===== config.mk =====
export PLATFORM = sky130hd
export DESIGN_NAME = fwd_hazard_ctrl
export DESIGN_NICKNAME = d
export VERILOG_FILES = /design/src/rtl/fwd_hazard_ctrl.sv
export SDC_FILE = /design/constraint.sdc
export NUM_CORES = 1
export LEC_CHECK = 0
export CAP_MARGIN = 20
export CELL_PAD_IN_SITES_DETAIL_PLACEMENT = 2
export CELL_PAD_IN_SITES_GLOBAL_PLACEMENT = 2
export CORE_ASPECT_RATIO = 1.5
export CORE_UTILIZATION = 36
export DETAILED_ROUTE_END_ITERATION = 8
export PLACE_DENSITY = 0.77
export SLEW_MARGIN = 20
export SYNTH_ARGS = -nofsm -noshare
export SYNTH_HDL_FRONTEND = slang
export SYNTH_SLANG_ARGS = --single-unit

===== constraint.sdc =====
create_clock -name clk -period 1.8 [get_ports clk]
set_input_delay 0.27 -clock clk [delete_from_list [all_inputs] [get_ports clk]]
set_output_delay 0.27 -clock clk [all_outputs]
set_load 0.02 [all_outputs]

===== src/rtl/fwd_hazard_ctrl.sv =====
// Forwarding and load-use hazard controller for the 5-stage MIPS pipeline.
// Tracks destination registers in EX/MEM/WB/WB2 and drives the EX operand-mux selects.
module fwd_hazard_ctrl #(
  parameter int unsigned REG_AW   = 5,
  parameter int unsigned ZERO_REG = 0
) (
  input  logic              clk,
  input  logic              rst_n,
  input  logic              hold,
  input  logic              flush,
  input  logic              id_valid,
  input  logic [REG_AW-1:0] id_rs,
  input  logic [REG_AW-1:0] id_rt,
  input  logic              id_use_rs,
  input  logic              id_use_rt,
  input  logic [REG_AW-1:0] id_rd,
  input  logic              id_reg_write,
  input  logic              id_mem_read,
  output logic [1:0]        fwd_a_sel,
  output logic [1:0]        fwd_b_sel,
  output logic              stall,
  output logic              ex_is_bubble
);

  typedef enum logic [1:0] {
    SEL_RF    = 2'b00,
    SEL_WB    = 2'b01,
    SEL_EXMEM = 2'b10,
    SEL_WB2   = 2'b11
  } fwd_sel_e;

  localparam logic [REG_AW-1:0] ZR = REG_AW'(ZERO_REG);

  logic [REG_AW-1:0] ex_rd_q, ex_rs_q, ex_rt_q;
  logic [REG_AW-1:0] ex_rd_d, ex_rs_d, ex_rt_d;
  logic              ex_we_q, ex_ld_q, ex_use_rs_q, ex_use_rt_q;
  logic              ex_we_d, ex_ld_d, ex_use_rs_d, ex_use_rt_d;
  logic [REG_AW-1:0] mem_rd_q, wb_rd_q, wb2_rd_q;
  logic              mem_we_q, mem_ld_q, wb_we_q, wb2_we_q;
  logic              id_take;
  fwd_sel_e          sel_a, sel_b;

  assign stall = id_valid && ex_ld_q && ex_we_q && (ex_rd_q != ZR) &&
                 ((id_use_rs && (id_rs == ex_rd_q)) || (id_use_rt && (id_rt == ex_rd_q)));

  assign id_take = id_valid && !stall && !flush;

  // Register addresses follow ID unconditionally; only the control bits mark a bubble.
  always_comb begin
    ex_rd_d     = id_rd;
    ex_rs_d     = id_rs;
    ex_rt_d     = id_rt;
    ex_we_d     = id_take && id_reg_write;
    ex_ld_d     = id_take && id_mem_read;
    ex_use_rs_d = id_take && id_use_rs;
    ex_use_rt_d = id_take && id_use_rt;
  end

  always_ff @(posedge clk or negedge rst_n) begin
    if (!rst_n) begin
      ex_rd_q     <= '0;
      ex_rs_q     <= '0;
      ex_rt_q     <= '0;
      ex_we_q     <= 1'b0;
      ex_ld_q     <= 1'b0;
      ex_use_rs_q <= 1'b0;
      ex_use_rt_q <= 1'b0;
      mem_rd_q    <= '0;
      mem_we_q    <= 1'b0;
      mem_ld_q    <= 1'b0;
      wb_rd_q     <= '0;
      wb_we_q     <= 1'b0;
      wb2_rd_q    <= '0;
      wb2_we_q    <= 1'b0;
    end else if (!hold) begin
      wb2_rd_q    <= wb_rd_q;
      wb2_we_q    <= wb_we_q;
      wb_rd_q     <= mem_rd_q;
      wb_we_q     <= mem_we_q;
      mem_rd_q    <= ex_rd_q;
      mem_we_q    <= ex_we_q;
      mem_ld_q    <= ex_ld_q;
      ex_rd_q     <= ex_rd_d;
      ex_rs_q     <= ex_rs_d;
      ex_rt_q     <= ex_rt_d;
      ex_we_q     <= ex_we_d;
      ex_ld_q     <= ex_ld_d;
      ex_use_rs_q <= ex_use_rs_d;
      ex_use_rt_q <= ex_use_rt_d;
    end
  end

  // Youngest producer wins; a load sitting in MEM has no data yet, so it never matches as EX/MEM.
  always_comb begin
    sel_a = SEL_RF;
    if (ex_use_rs_q && (ex_rs_q != ZR)) begin
      if (mem_we_q && !mem_ld_q && (mem_rd_q == ex_rs_q)) sel_a = SEL_EXMEM;
      else if (wb_we_q && (wb_rd_q == ex_rs_q))           sel_a = SEL_WB;
      else if (wb2_we_q && (wb2_rd_q == ex_rs_q))         sel_a = SEL_WB2;
    end
  end

  always_comb begin
    sel_b = SEL_RF;
    if (ex_use_rt_q && (ex_rt_q != ZR)) begin
      if (mem_we_q && !mem_ld_q && (mem_rd_q == ex_rt_q)) sel_b = SEL_EXMEM;
      else if (wb_we_q && (wb_rd_q == ex_rt_q))           sel_b = SEL_WB;
      else if (wb2_we_q && (wb2_rd_q == ex_rt_q))         sel_b = SEL_WB2;
    end
  end

  assign fwd_a_sel    = sel_a;
  assign fwd_b_sel    = sel_b;
  assign ex_is_bubble = !(ex_we_q || ex_use_rs_q || ex_use_rt_q);

endmodule


==> out/metrics.yaml <==
detailed_routing:
  dr.pass1.iters: 4
  wire_per_inst_um: 26.0
  via_per_inst: 5.22
  ant_nets: 0
  route.detailed.drc: 0
  drtIter0Drc: 27
  wl_mm: 8.07
  vias: 1619
yosys:
  synth-edff-count: 0
  syn_avg_cell_area_um2: 12.1
  ys_seq_area_share_pct: 48.4
  synthCells: 162
  synth_nets: 186
  yosysWarningCount: 0
  ys_types: 23
  synthArstFlopShare_pct: 100
  synthFlopType: "dfrtp_1"
  synth-seq-cells: 38
  synth_area_mm2: 0.00196
global_routing:
  grt_max_degree: 39
  grt_pass1_vias: 2029
  grt_pass1_wl_mm: 11.7
  overflow: 0
  grt_use_total_pct: 28.9
  antenna_found_initial: 0
die:
  core_area_mm2: 0.00520
  die_w_um: 62.3
  core.rowCount: 32
  initial_utilization_pct: 37.7
  pin_count: 30
  fp.dieArea_mm2: 0.00576
  die_y_um: 92.4
finish:
  antenna_cells: 0
  final_net_count: 265
  fill_cells: 481
  utilization_pct: 57.3
  area_growth_pct: 51.9
  fin_area_mm2: 0.00298
  drive_gt1_share_pct: 55.0
timing:
  finalMaxSlewViolations: 0
  clock_skew_ps: 6.16
  fmax_mhz: 454
  relSlewSlack_pct: 67.0
  worst_pin_slew_ps: 494
  fin_crit_ps: 2200
  fin_ws_ps: -403
  period_share_pct: 122
  setup-violations-final: 5
  rsz0062_at_grt: "yes"
  hold_violations: 0
worst_setup_path:
  critPathKind: "reg2out"
  cp-end-kind: "output port"
  r2r_setup_slack_ps: 10
  crit_cells: 6
  arrival_ps: 1930
  startpoint_type: "flip-flop"
  crit_start: "ex_rt_q[1]$_DFFE_PN0N_"
  path_delay_family: "simple AND/OR/NAND/NOR gates"
  r2r_end: "ex_use_rt_q$_DFFE_PN0N_"
  r2r_cells: 6
  r2r_start: "ex_rd_q[4]$_DFFE_PN0N_"
  required_ps: 1530
  crit_slowest_cell: "dfrtp_2"
  cp_num_buf_inv: 2
  path_max_fanout: 4
  path_cells: "xor2_1, nor4_2, buf_4, a31oi_1, nor3_1, buf_2"
  critPathMaxStageDelay_ps: 470
clocking:
  path_clk_slew_ps: 80
  cts_tree: "done"
  cts_made_buffers: 5
  clk_latency_ps: 300
  cts_sinks: 38
  cts-root-buf: "clkbuf_8"
  htree_levels: 2
  clock_tree.buffer_depth: 2
power:
  p_per_area_mw_per_mm2: 878
  swShare_pct: 33.6
  switchingPower_w: 0.000881
  p_clk_share_pct: 24.5
  combPwrFrac_pct: 31.6
  peakVddDrop_uv: 448
  p_leak_nw: 1.24
  internal-power_w: 0.00174
  seqPwrFrac_pct: 43.9
run_status:
  violations: "negative setup slack"
  status: "complete, but fails checks"
place:
  port_buffers: 29
  dpl.hpwl_mm: 4.72
  routabilityCongestion: 0.815
  placed_area_mm2: 0.00265
  pre_cts_ws_ps: -740
hold_path:
  hp-class: "in2reg"
  holdPathStages: 2
  min_from: "id_rs[4]"
  holdPathEnd: "ex_rs_q[4]$_DFFE_PN0N_"
job:
  cap_violations: 0
==> worst max-delay path by stage <==
stage / to
floorplan: fwd_a_sel[0]
global placement: stall
detailed placement: stall
CTS: fwd_a_sel[1]
global route: fwd_b_sel[0]
finish: fwd_b_sel[0]
==> power groups by stage <==
stage	clock network, W	logic [W]	registers, W
floorplan	0	0.000313	0.00110
global placement	0	0.000611	0.00112
detailed placement	0	0.000660	0.00113
CTS	0.000636	0.000728	0.00113
global route	0.000674	0.000873	0.00117
finish	0.000641	0.000828	0.00115
==> area by class of cell <==
cell class	count	area (µm²)	share of cell area, %
Multi-Input combinational cell	120	1160	39.1
Sequential cell	38	966	32.4
Timing Repair Buffer	76	674	22.6
Clock buffer	7	86.3	2.90
Tap cell	68	85.1	2.85
Clock inverter	1	5.00	0.168
==> logic make-up (layout without fill, tap and decap cells) <==
logic type,count (synthesis),after routing,synth area share (%)
mux,34,34,19.5
flops,38,38,48.4
compound gates,12,12,3.89
buf+inv,4,84,0.892
xor+xnor,40,40,17.8
simple gates,34,34,9.43
==> cell usage after synthesis, types with 4 or more instances <==
cell type  instances  area (µm²)
dfrtp_1           38         951
mux2_2            34         383
nand2_1            8        30.0
nand3_1            4        20.0
nor3_1             5        25.0
nor4_1             6        37.5
o21ai_1            4        20.0
xnor2_1           14         123
xor2_1            26         228
==> sequential cells by signal (all words and copies together) (netlist names) <==
register,flops
ex_ld_q,1
ex_rd_q,5
ex_rs_q,5
ex_rt_q,5
ex_use_rs_q,1
ex_use_rt_q,1
ex_we_q,1
mem_ld_q,1
mem_rd_q,5
mem_we_q,1
wb2_rd_q,5
wb2_we_q,1
wb_rd_q,5
wb_we_q,1
==> per-layer routing <==
metal  vias up  wire length, µm  GRT usage [%]
met5         -                0              0
li1        725                -              -
met3        21              183           4.06
met2        45             4540           55.9
met4         0              352           14.5
met1       828             3000           29.7
==> metrics by stage <==
stage                     total power, W  hold WS, ps  setup TNS (ps)  std cells
after floorplan                  0.00141        -25.6               0        162
after global placement           0.00173          249           -2340        296
after detailed placement         0.00179          265           -3510        296
after CTS                        0.00249          481           -1690        308
after global routing             0.00271          354           -2430        310
final                            0.00262          345           -1860        310
==> what timing repair did <==
action | 4_1_cts | 5_1_grt
endpoints found under the hold margin | 38 | 0
endpoints found under the setup margin | 10 | 9
setup buffers | 3 | 2
resized for setup | 45 | 30
hold buffers | 1 | 0
cloned | 0 | 0
pin swaps | 12 | 15
==> cell usage in the layout (no fill, tap or decap), types with 3 or more instances in the layout <==
cell / n
a21oi_2: 3
dfrtp_2: 12
clkdlybuf4s50_1: 20
nand3_1: 3
buf_6: 6
dfrtp_1: 26
nor3_2: 3
clkbuf_8: 6
o21ai_1: 4
buf_4: 41
buf_2: 3
nor4_2: 6
nand2_1: 8
mux2_2: 34
xor2_2: 6
xor2_1: 20
xnor2_1: 11
(Power assumes the default switching activity.)
